## src/rtl/spi_reg_ctrl_if.sv

```systemverilog
//------------------------------------------------------------------------------
// Module   : spi_reg_ctrl_if
// Purpose  : SPI pin bundle (sclk/copi/ncs) between an SPI master and the
//            register controller.
// Revision : 1.0 - initial release
//------------------------------------------------------------------------------
`default_nettype none

interface spi_reg_ctrl_if;
  logic sclk;
  logic copi;
  logic ncs;

  modport master (output sclk, output copi, output ncs);
  modport slave  (input  sclk, input  copi, input  ncs);
endinterface

`default_nettype wire

```

## src/rtl/spi_reg_ctrl.sv

```systemverilog
//------------------------------------------------------------------------------
// Module   : spi_reg_ctrl
// Purpose  : SPI-slave write-only register file holding the PWM configuration.
// Revision : 1.0 - initial release
//------------------------------------------------------------------------------
`default_nettype none

module spi_reg_ctrl #(
  parameter int MAX_ADDR    = 4,
  parameter int SYNC_STAGES = 2
) (
  input  wire logic       clk,
  input  wire logic       rst,
  spi_reg_ctrl_if.slave   spi,
  output logic [7:0]      en_reg_out_7_0,
  output logic [7:0]      en_reg_out_15_8,
  output logic [7:0]      en_reg_pwm_7_0,
  output logic [7:0]      en_reg_pwm_15_8,
  output logic [7:0]      pwm_duty_cycle,
  output logic            frame_done,
  output logic            frame_err
);

  localparam logic [1:0] ST_WAIT_HIGH = 2'd0;
  localparam logic [1:0] ST_IDLE      = 2'd1;
  localparam logic [1:0] ST_SHIFT     = 2'd2;
  localparam logic [1:0] ST_COMMIT    = 2'd3;

  localparam int                  SETTLE_W    = $clog2(SYNC_STAGES + 1) + 1;
  localparam logic [SETTLE_W-1:0] SETTLE_DONE = SETTLE_W'(SYNC_STAGES);
  localparam logic [6:0]          MAX_ADDR_7  = 7'(MAX_ADDR);

  // Top bit of each edge-detected pipe is the history flop.
  logic [SYNC_STAGES:0]   r_sclk_pipe;
  logic [SYNC_STAGES:0]   r_ncs_pipe;
  logic [SYNC_STAGES-1:0] r_copi_pipe;

  always_ff @(posedge clk) begin
    if (rst) begin
      r_sclk_pipe <= '0;
      r_ncs_pipe  <= '1;
    end else begin
      r_sclk_pipe <= {r_sclk_pipe[SYNC_STAGES-1:0], spi.sclk};
      r_ncs_pipe  <= {r_ncs_pipe[SYNC_STAGES-1:0], spi.ncs};
    end
  end

  generate
    if (SYNC_STAGES == 1) begin : g_copi_single
      always_ff @(posedge clk) begin
        if (rst) r_copi_pipe <= '0;
        else     r_copi_pipe <= spi.copi;
      end
    end else begin : g_copi_chain
      always_ff @(posedge clk) begin
        if (rst) r_copi_pipe <= '0;
        else     r_copi_pipe <= {r_copi_pipe[SYNC_STAGES-2:0], spi.copi};
      end
    end
  endgenerate

  logic w_sclk_rise, w_ncs_fall, w_ncs_rise, w_ncs_high, w_copi;
  assign w_sclk_rise = r_sclk_pipe[SYNC_STAGES-1] & ~r_sclk_pipe[SYNC_STAGES];
  assign w_ncs_fall  = ~r_ncs_pipe[SYNC_STAGES-1] &  r_ncs_pipe[SYNC_STAGES];
  assign w_ncs_rise  =  r_ncs_pipe[SYNC_STAGES-1] & ~r_ncs_pipe[SYNC_STAGES];
  assign w_ncs_high  =  r_ncs_pipe[SYNC_STAGES-1];
  assign w_copi      =  r_copi_pipe[SYNC_STAGES-1];

  // The ncs chain resets to 1, so its output is stale until the pin value has
  // propagated; without this, ncs held low across reset would look like a fresh
  // falling edge and capture the tail of the interrupted frame.
  logic [SETTLE_W-1:0] r_settle;
  logic                w_settled;
  assign w_settled = (r_settle == SETTLE_DONE);

  always_ff @(posedge clk) begin
    if (rst)             r_settle <= '0;
    else if (!w_settled) r_settle <= r_settle + 1'b1;
  end

  logic [1:0]  r_state, w_state_next;
  logic [15:0] r_shift;
  logic [4:0]  r_count;
  logic        w_frame_valid;
  logic        w_clear, w_shift, w_commit_ok, w_commit_err;

  assign w_frame_valid = (r_count == 5'd16) && r_shift[15] && (r_shift[14:8] <= MAX_ADDR_7);

  always_ff @(posedge clk) begin
    if (rst) r_state <= ST_WAIT_HIGH;
    else     r_state <= w_state_next;
  end

  always_comb begin
    w_state_next = r_state;
    case (r_state)
      ST_WAIT_HIGH: if (w_settled && w_ncs_high) w_state_next = ST_IDLE;
      ST_IDLE:      if (w_ncs_fall)              w_state_next = ST_SHIFT;
      ST_SHIFT:     if (w_ncs_rise)              w_state_next = ST_COMMIT;
      ST_COMMIT:                                 w_state_next = ST_IDLE;
      default:                                   w_state_next = ST_WAIT_HIGH;
    endcase
  end

  // sclk edges coinciding with the ncs fall land while still in IDLE and are dropped.
  always_comb begin
    w_clear      = 1'b0;
    w_shift      = 1'b0;
    w_commit_ok  = 1'b0;
    w_commit_err = 1'b0;
    case (r_state)
      ST_IDLE:   w_clear = w_ncs_fall;
      ST_SHIFT:  w_shift = w_sclk_rise;
      ST_COMMIT: begin
        w_commit_ok  =  w_frame_valid;
        w_commit_err = ~w_frame_valid;
      end
      default: ;
    endcase
  end

  always_ff @(posedge clk) begin
    if (rst) begin
      r_shift         <= '0;
      r_count         <= '0;
      frame_done      <= 1'b0;
      frame_err       <= 1'b0;
      en_reg_out_7_0  <= '0;
      en_reg_out_15_8 <= '0;
      en_reg_pwm_7_0  <= '0;
      en_reg_pwm_15_8 <= '0;
      pwm_duty_cycle  <= '0;
    end else begin
      frame_done <= w_commit_ok;
      frame_err  <= w_commit_err;
      if (w_clear) begin
        r_shift <= '0;
        r_count <= '0;
      end else if (w_shift) begin
        r_shift <= {r_shift[14:0], w_copi};
        if (r_count != 5'd17) r_count <= r_count + 5'd1;
      end
      // Valid addresses above 4 have no backing register and only pulse frame_done.
      if (w_commit_ok) begin
        case (r_shift[14:8])
          7'd0:    en_reg_out_7_0  <= r_shift[7:0];
          7'd1:    en_reg_out_15_8 <= r_shift[7:0];
          7'd2:    en_reg_pwm_7_0  <= r_shift[7:0];
          7'd3:    en_reg_pwm_15_8 <= r_shift[7:0];
          7'd4:    pwm_duty_cycle  <= r_shift[7:0];
          default: ;
        endcase
      end
    end
  end

endmodule

`default_nettype wire

```

## src/flat_wrapper.sv

```systemverilog
// flat-port wrapper written by rule: the top's interface ports become plain ports
module spi_reg_ctrl_flat 
#(
  parameter int MAX_ADDR    = 4,
  parameter int SYNC_STAGES = 2
)
  (clk, rst, en_reg_out_7_0, en_reg_out_15_8, en_reg_pwm_7_0, en_reg_pwm_15_8, pwm_duty_cycle, frame_done, frame_err, spi_sclk, spi_copi, spi_ncs);
  spi_reg_ctrl_if spi_i ();
  input  wire logic clk;
  input  wire logic rst;
  output logic [7:0] en_reg_out_7_0;
  output logic [7:0] en_reg_out_15_8;
  output logic [7:0] en_reg_pwm_7_0;
  output logic [7:0] en_reg_pwm_15_8;
  output logic [7:0] pwm_duty_cycle;
  output logic frame_done;
  output logic frame_err;
  input wire logic [$bits(spi_i.sclk)-1:0] spi_sclk;
  input wire logic [$bits(spi_i.copi)-1:0] spi_copi;
  input wire logic [$bits(spi_i.ncs)-1:0] spi_ncs;
  assign spi_i.sclk = spi_sclk;
  assign spi_i.copi = spi_copi;
  assign spi_i.ncs = spi_ncs;
  spi_reg_ctrl #(.MAX_ADDR(MAX_ADDR), .SYNC_STAGES(SYNC_STAGES)) u_core (.clk(clk), .rst(rst), .spi(spi_i), .en_reg_out_7_0(en_reg_out_7_0), .en_reg_out_15_8(en_reg_out_15_8), .en_reg_pwm_7_0(en_reg_pwm_7_0), .en_reg_pwm_15_8(en_reg_pwm_15_8), .pwm_duty_cycle(pwm_duty_cycle), .frame_done(frame_done), .frame_err(frame_err));
endmodule
```

## config.mk

```make
export PLATFORM = sky130hd
export DESIGN_NAME = spi_reg_ctrl_flat
export DESIGN_NICKNAME = d
export VERILOG_FILES = /design/src/rtl/spi_reg_ctrl_if.sv /design/src/rtl/spi_reg_ctrl.sv /design/src/flat_wrapper.sv
export SDC_FILE = /design/constraint.sdc
export NUM_CORES = 1
export LEC_CHECK = 0
export CAP_MARGIN = 15
export CORE_MARGIN = 2
export CORE_UTILIZATION = 45
export CTS_CLUSTER_DIAMETER = 200
export DETAILED_ROUTE_END_ITERATION = 10
export PLACE_DENSITY = 0.8
export SLEW_MARGIN = 20
export SYNTH_ARGS = -nofsm -noshare
export SYNTH_HDL_FRONTEND = slang
export SYNTH_SLANG_ARGS = --single-unit
```

## constraint.sdc

```tcl
create_clock -name clk -period 4.1 [get_ports clk]
set_clock_uncertainty 0.2 [all_clocks]
set_input_delay 0.41 -clock clk [delete_from_list [all_inputs] [get_ports clk]]
set_output_delay 0.41 -clock clk [all_outputs]
set_load 0.02 [all_outputs]
```

==> results of run 1 <==
[synthesized netlist by cell type (2+ instances only)]
| library cell | instances |
|---|---|
| dfxtp_1 | 76 |
| nand2b_1 | 54 |
| mux2i_1 | 43 |
| nand2_1 | 33 |
| a21oi_1 | 17 |
| nor2_1 | 13 |
| clkbuf_1 | 12 |
| ha_1 | 10 |
| inv_1 | 7 |
| nor2b_1 | 5 |
| buf_2 | 4 |
| nand3b_1 | 4 |
| nor3_1 | 3 |
| or2_2 | 3 |
| xor2_1 | 3 |
| a211oi_1 | 2 |
| nand4_1 | 2 |
| xnor2_1 | 2 |
[final cells by class]
| cell class | count | area (um^2) | share of cell area, % |
|---|---|---|---|
| repair buffers | 48 | 475 | 12.7 |
| inverters | 7 | 26.3 | 0.702 |
| well taps | 80 | 100 | 2.67 |
| flip-flops and latches | 76 | 1520 | 40.6 |
| clock buffers | 9 | 124 | 3.31 |
| clock inverters | 7 | 43.8 | 1.17 |
| multi-input cells | 209 | 1450 | 38.8 |
[cell usage in the layout (no fill, tap or decap), drive strengths merged, types with 7 or more instances in the layout]
cell type | netlist | routed
inv | 7 | 7
ha | 10 | 10
a21oi | 17 | 17
clkdlybuf4s50 | 0 | 46
nand2 | 34 | 34
nand2b | 54 | 54
mux2i | 43 | 43
dfxtp | 76 | 76
nor2 | 13 | 13
clkbuf | 12 | 9
[state kept, by name (all words and copies together), names as in the netlist]
| register | count |
|---|---|
| u_core.en_reg_pwm_15_8 | 8 |
| u_core.en_reg_out_7_0 | 8 |
| u_core.r_shift | 16 |
| u_core.r_copi_pipe | 2 |
| u_core.en_reg_out_15_8 | 8 |
| u_core.r_ncs_pipe | 3 |
| u_core.frame_done | 1 |
| u_core.r_settle | 3 |
| u_core.frame_err | 1 |
| u_core.r_state | 2 |
| u_core.en_reg_pwm_7_0 | 8 |
| u_core.r_count | 5 |
| u_core.pwm_duty_cycle | 8 |
| u_core.r_sclk_pipe | 3 |
[metal layers]
layer  track usage (%)  vias up  wire length (um)
met5                 0        -                 0
met4              7.53        0               110
met3              5.14       13               275
met2              26.9       47              2690
met1              22.1     1023              2880
li1                  -     1093                 -
[worst max-delay path: stages (launching register included)]
cell	delay [ns]
dfxtp_1	0.35
or3b_4	0.45
nor4_4	0.41
nand3b_1	0.49
mux2i_1	0.31
[per-stage QoR]
stage | power [uW] | instances
2_1_floorplan | 893 | 309
3_3_place_gp | 914 | 420
3_5_place_dp | 922 | 420
4_1_cts | 1410 | 436
5_1_grt | 1470 | 436
6_report | 1400 | 436
[worst max path at each step]
stage / from / to / slack (ns) / cells after the start
floorplan: u_core.r_shift[10] / u_core.en_reg_pwm_15_8[0] / 2.25 / 4
global placement: rst / u_core.en_reg_out_15_8[1] / 1.76 / 4
detailed placement: rst / u_core.en_reg_out_15_8[1] / 1.75 / 4
CTS: u_core.r_count[2] / u_core.en_reg_out_15_8[0] / 1.80 / 4
global route: u_core.r_count[2] / u_core.en_reg_out_15_8[3] / 1.66 / 4
finish: u_core.r_count[2] / u_core.en_reg_out_15_8[0] / 1.80 / 4
[power by group]
group,switching [uW],internal [uW],total (uW),leakage (uW)
clock,280,216,496,0.0000848
combinational,66.6,62.2,129,0.000801
sequential,16.7,759,776,0.000614
total,363,1040,1400,0.00150
[cell families (layout without fill, tap and decap cells)]
family | Yosys count | after routing | synth area share, %
XOR/XNOR | 5 | 5 | 1.43
AND/OR/NAND/NOR | 126 | 126 | 23.0
flip-flops | 76 | 76 | 49.6
AO/OA/AOI/OAI | 24 | 24 | 4.48
adder cells (fa/ha/maj) | 10 | 10 | 4.08
multiplexers | 44 | 44 | 14.4
buffers and inverters | 24 | 71 | 3.10
==> key figures, run 1 <==
Timing
  • Worst Setup Slack, final: 1.80 ns
  • Max Fclk: 0.436 GHz
  • RSZ-0062 raised after global routing: false
  • Final setup viols: 0
  • Slew HR: 54.4%
  • Hold slack: 0.215 ns
  • Fin. Hold Viols: 0
  • Period utilization: between 50% and 60%
  • Pins over their slew limit: 0
  • Min Tclk post-route: approximately 2.3 ns
  • TNS Setup: 0 ns
  • Worst slew pin tran: slightly below 0.7 ns

Place
  • HPWL Detailed: 4130 um
  • Placed Area: 3580 um^2
  • GPL Wtd Cong: 0.729
  • Count of input and output buffers: 46
  • Place WS: approximately 1.7 ns

Detailed routing
  • Drt total wl: 5960 um
  • 1st-iter DRT viols: 94
  • DR WL/cell: 13.7 um
  • Drt via density: 4.99
  • # DRC: 0
  • Post-route ant nets: 0
  • Pre-antenna DRT Iters: 4
  • Via count: around 2200

Logic synthesis
  • Flops & latches, synth: 76
  • Post-Synthesis Cell Area: slightly above 3000 um^2
  • Unique masters post-synth: 34
  • Sequential share of the synthesized area: 49.6%
  • Number of enable flip-flop cells after synthesis: 0
  • Synthesis Warnings: 0
  • Largest cells by area after synthesis: dfxtp_1 50%, mux2i_1 14%, nand2b_1 11%
  • Post-synth ARST share: 0%
  • Leading area contributor after synthesis: dfxtp_1
  • Syn Area/Cell: 9.93 um^2
  • Ys flop type: dfxtp_1
  • Share of the synthesized area in the top cell type: 49.6%
  • Post-Syn Instances: 309
  • Synthesized Nets: between 300 and 400

Pwr
  • P_leak: 0.00150 uW
  • Peak supply drop: between 0.00015 and 0.0002 V
  • Power Density: approximately 370 nW/um^2

Clocking
  • CTS Hold Bufs: 0
  • Clock latency on the worst-skew pair: 0.35 ns
  • Clock transition at path regs: 0.08 ns
  • Clock Tree Buf Depth: 2
  • CTS sink cnt: 76
  • Setup bufs post-CTS: 0
  • CTS root buffer: clkbuf_8
  • CTS tree: built
  • Cts repair resizes: 0
  • Total CTS buffers: 9
  • H-tree depth: 3

Finish
  • Synthesis-to-finish area growth: 22.0%
  • Final instance area: 3740 um^2
  • Layout Utilization: 56.0%
  • Diode count: 0
  • FILL cells: 594
  • Share of cells above drive strength 1: 7.58%
  • Nets@finish: 366

Floorplanning
  • Die height: 86.6 um
  • IO Count: 47
  • Die ar.: 7500 um^2
  • DIE WIDTH: 86.6 um
  • Row Count: 30
  • Core Footprint: 6680 um^2
  • Initial cell density of the core: 45.9%

Min path
  • HP Start: u_core.r_ncs_pipe[0]
  • Worst Hold End: u_core.r_ncs_pipe[1]
  • Hold Path Depth: 1
  • Min-Delay Path Class: reg2reg

Critical path
  • Worst EP required: about 4.2 ns
  • Setup crit end kind: flop
  • Crit-path max FO: 8
  • Worst R2R Path Depth: 4
  • R2R Path End: u_core.en_reg_out_15_8[0]
  • Reg-to-reg startpoint: u_core.r_count[2]
  • Setup Crit Path Kind: reg2reg
  • Worst R2R Setup Slack: 1.80 ns
  • Arrival @ worst endpoint: 2.36 ns
  • Startpoint types: flop

Flow run
  • Max-cap violations: 0

GRT
  • Overall global routing resource usage: 17.2%
  • Grt ovf: 0
  • First-pass GRT wire length: 10000 um
  • Vias in the first global route: 2116
  • Largest net degree at the start of global routing: 26
  • Initial antenna violation count: 0

Outcome
  • Status: completed
Note: power is estimated with default switching activity, not from simulation.
==> inputs of run 2 (changes only) <==
--- a/config.mk
+++ b/config.mk
@@ -10,7 +10,7 @@
 export CORE_UTILIZATION = 45
 export CTS_CLUSTER_DIAMETER = 200
 export DETAILED_ROUTE_END_ITERATION = 10
-export PLACE_DENSITY = 0.8
+export PLACE_DENSITY = 0.83
 export SLEW_MARGIN = 20
 export SYNTH_ARGS = -nofsm -noshare
 export SYNTH_HDL_FRONTEND = slang
==> constraint.sdc (replaced) <==
create_clock -name clk -period 2.05 [get_ports clk]
set_clock_uncertainty 0.2 [all_clocks]
set_input_delay 0.205 -clock clk [delete_from_list [all_inputs] [get_ports clk]]
set_output_delay 0.205 -clock clk [all_outputs]
set_load 0.02 [all_outputs]
==> key figures, run 2 (synthesis gave the netlist of run 1 again) <==
Finish
  • Share of cells above drive strength 1: 10.1% (was 7.58%)
  • Most common cell after layout, fill and taps aside: dfxtp_1 (unchanged)
  • Diode count: 0 (unchanged)
  • Nets@finish: 377 (was 366)
  • Largest reg by FF count: u_core.r_shift (unchanged)
  • Layout Utilization: 58.0% (was 56.0%)
  • Synthesis-to-finish area growth: 26.2% (was 22.0%)
  • Most frequent cells in the layout: 76 x dfxtp_1, 54 x nand2b_1, 46 x clkdlybuf4s50_1 (unchanged)
  • Max FFs per register: 16 (unchanged)

Detailed routing
  • Via count: 2239 (was 2176)
  • # DRC: 0 (unchanged)
  • Drt total wl: 5890 um (was 5960 um)
  • 1st-iter DRT viols: 72 (was 94)
  • Drt via density: 5.02 (was 4.99)
  • DR WL/cell: 13.2 um (was 13.7 um)
  • Pre-antenna DRT Iters: 4 (unchanged)
  • Post-route ant nets: 0 (unchanged)

Clocking
  • Clock transition at path regs: 0.07 ns (was 0.08 ns)
  • Clock Tree Buf Depth: 2 (unchanged)
  • H-tree depth: 3 (unchanged)
  • CTS root buffer: clkbuf_8 (unchanged)
  • Total CTS buffers: 9 (unchanged)
  • CTS tree: built (unchanged)
  • Clock latency on the worst-skew pair: 0.34 ns (was 0.35 ns)
  • CTS Hold Bufs: 0 (unchanged)
  • CTS sink cnt: 76 (unchanged)

Timing
  • Period utilization: 95.7% (was 56.0%)
  • Min Tclk post-route: 1.96 ns (was 2.30 ns)
  • TNS Setup: 0 ns (unchanged)
  • Max Fclk: 0.510 GHz (was 0.436 GHz)
  • Fin. Hold Viols: 0 (unchanged)
  • Final setup viols: 0 (unchanged)
  • Pins over their slew limit: 0 (unchanged)
  • Worst slew pin tran: 0.439 ns (was 0.685 ns)
  • Slew HR: 70.8% (was 54.4%)

Critical path
  • Crit-path max FO: 8 (unchanged)
  • Setup crit end kind: flop (unchanged)
  • Setup Crit Path Kind: reg2reg (unchanged)
  • Startpoint types: flop (unchanged)
  • Worst EP required: 2.06 ns (was 4.17 ns)
  • Arrival @ worst endpoint: 1.97 ns (was 2.36 ns)
  • Worst R2R Setup Slack: 0.09 ns (was 1.80 ns)

GRT
  • Overall global routing resource usage: 16.6% (was 17.2%)
  • Largest net degree at the start of global routing: 22 (was 26)
  • Vias in the first global route: 2124 (was 2116)
  • First-pass GRT wire length: 9730 um (was 10000 um)
  • Initial antenna violation count: 0 (unchanged)
  • Grt ovf: 0 (unchanged)

Place
  • HPWL Detailed: 4270 um (was 4130 um)
  • Count of input and output buffers: 46 (unchanged)
  • GPL Wtd Cong: 0.826 (was 0.729)

Floorplanning
  • Row Count: 30 (unchanged)
  • Die ar.: 7500 um^2 (unchanged)
  • Die height: 86.6 um (unchanged)
  • IO Count: 47 (unchanged)
  • Initial cell density of the core: 45.9% (unchanged)
  • DIE WIDTH: 86.6 um (unchanged)
  • Core Footprint: 6680 um^2 (unchanged)

Flow run
  • Max-cap violations: 0 (unchanged)

Outcome
  • Status: completed (unchanged)

Min path
  • Min-Delay Path Class: reg2reg (unchanged)

Pwr
  • Peak supply drop: 0.000393 V (was 0.000192 V)
  • P_leak: 0.00156 uW (was 0.00150 uW)
  • Power Density: 753 nW/um^2 (was 374 nW/um^2)
run 2: changes by cell type in the layout (fill, tap and decap cells not counted):
cell,change
nand3_2,-1
and3_2,+1
clkinv_4,-1
clkbuf_8,+1
nand3_4,+1
buf_12,+1
buf_4,+10
clkinv_2,-3
a2111oi_0,-1
a2111oi_1,+1
clkbuf_1,+1
bufinv_16,+1
and3_1,-1
run 2: cell type report:
type | count | area (um^2)
tap | 80 | 100
inverter | 7 | 26.3
timing repair buffer | 59 | 571
fill | 552 | 2810
clock buffer | 11 | 141
clock inverter | 4 | 50.0
multi-input combinational | 209 | 1460
sequential | 76 | 1520
run 2: worst max-delay path, stage by stage, from the launching register on:
cell      delay, ns
dfxtp_1        0.34
or4_1          0.55
nor4_4         0.30
nand3b_1       0.12
buf_4          0.20
mux2i_1        0.13
run 2: final timing paths:
kind                        start  cells past startpoint                        end
max            u_core.r_shift[12]                      5  u_core.en_reg_out_15_8[0]
min          u_core.r_ncs_pipe[0]                      1       u_core.r_ncs_pipe[1]
max reg2reg    u_core.r_shift[12]                      5  u_core.en_reg_out_15_8[0]
min reg2reg  u_core.r_ncs_pipe[0]                      1       u_core.r_ncs_pipe[1]
run 2: routing by layer:
layer,GRT usage [%],vias up,wire (um)
met2,28.5,55,2890
met1,20.2,1053,2670
met4,4.69,0,44
met5,0,-,0
met3,5.24,5,278
li1,-,1126,-
run 2: stage by stage:
| stage | setup slack [ns] | instances | hold WS, ns | cell area, um^2 | power, uW |
|---|---|---|---|---|---|
| floorplan | 0.198 | 309 | 0.109 | 3070 | 1790 |
| global placement | 0.113 | 431 | 0.199 | 3670 | 1830 |
| detailed placement | 0.0684 | 431 | 0.197 | 3670 | 1850 |
| CTS | 0.0550 | 446 | 0.199 | 3860 | 2940 |
| global route | -0.00223 | 446 | 0.206 | 3870 | 3040 |
| finish | 0.0882 | 446 | 0.213 | 3870 | 2920 |
run 2: what timing repair did:
item	in CTS	in global routing
buffers inserted	0	0
endpoints found under the setup margin	0	4
resized for setup	0	3
run 2: power breakdown:
part	internal [uW]	leakage, uW	switching, uW
Sequential	1520	0.000614	35.6
Combinational	130	0.000858	134
Clock	587	0.0000914	512
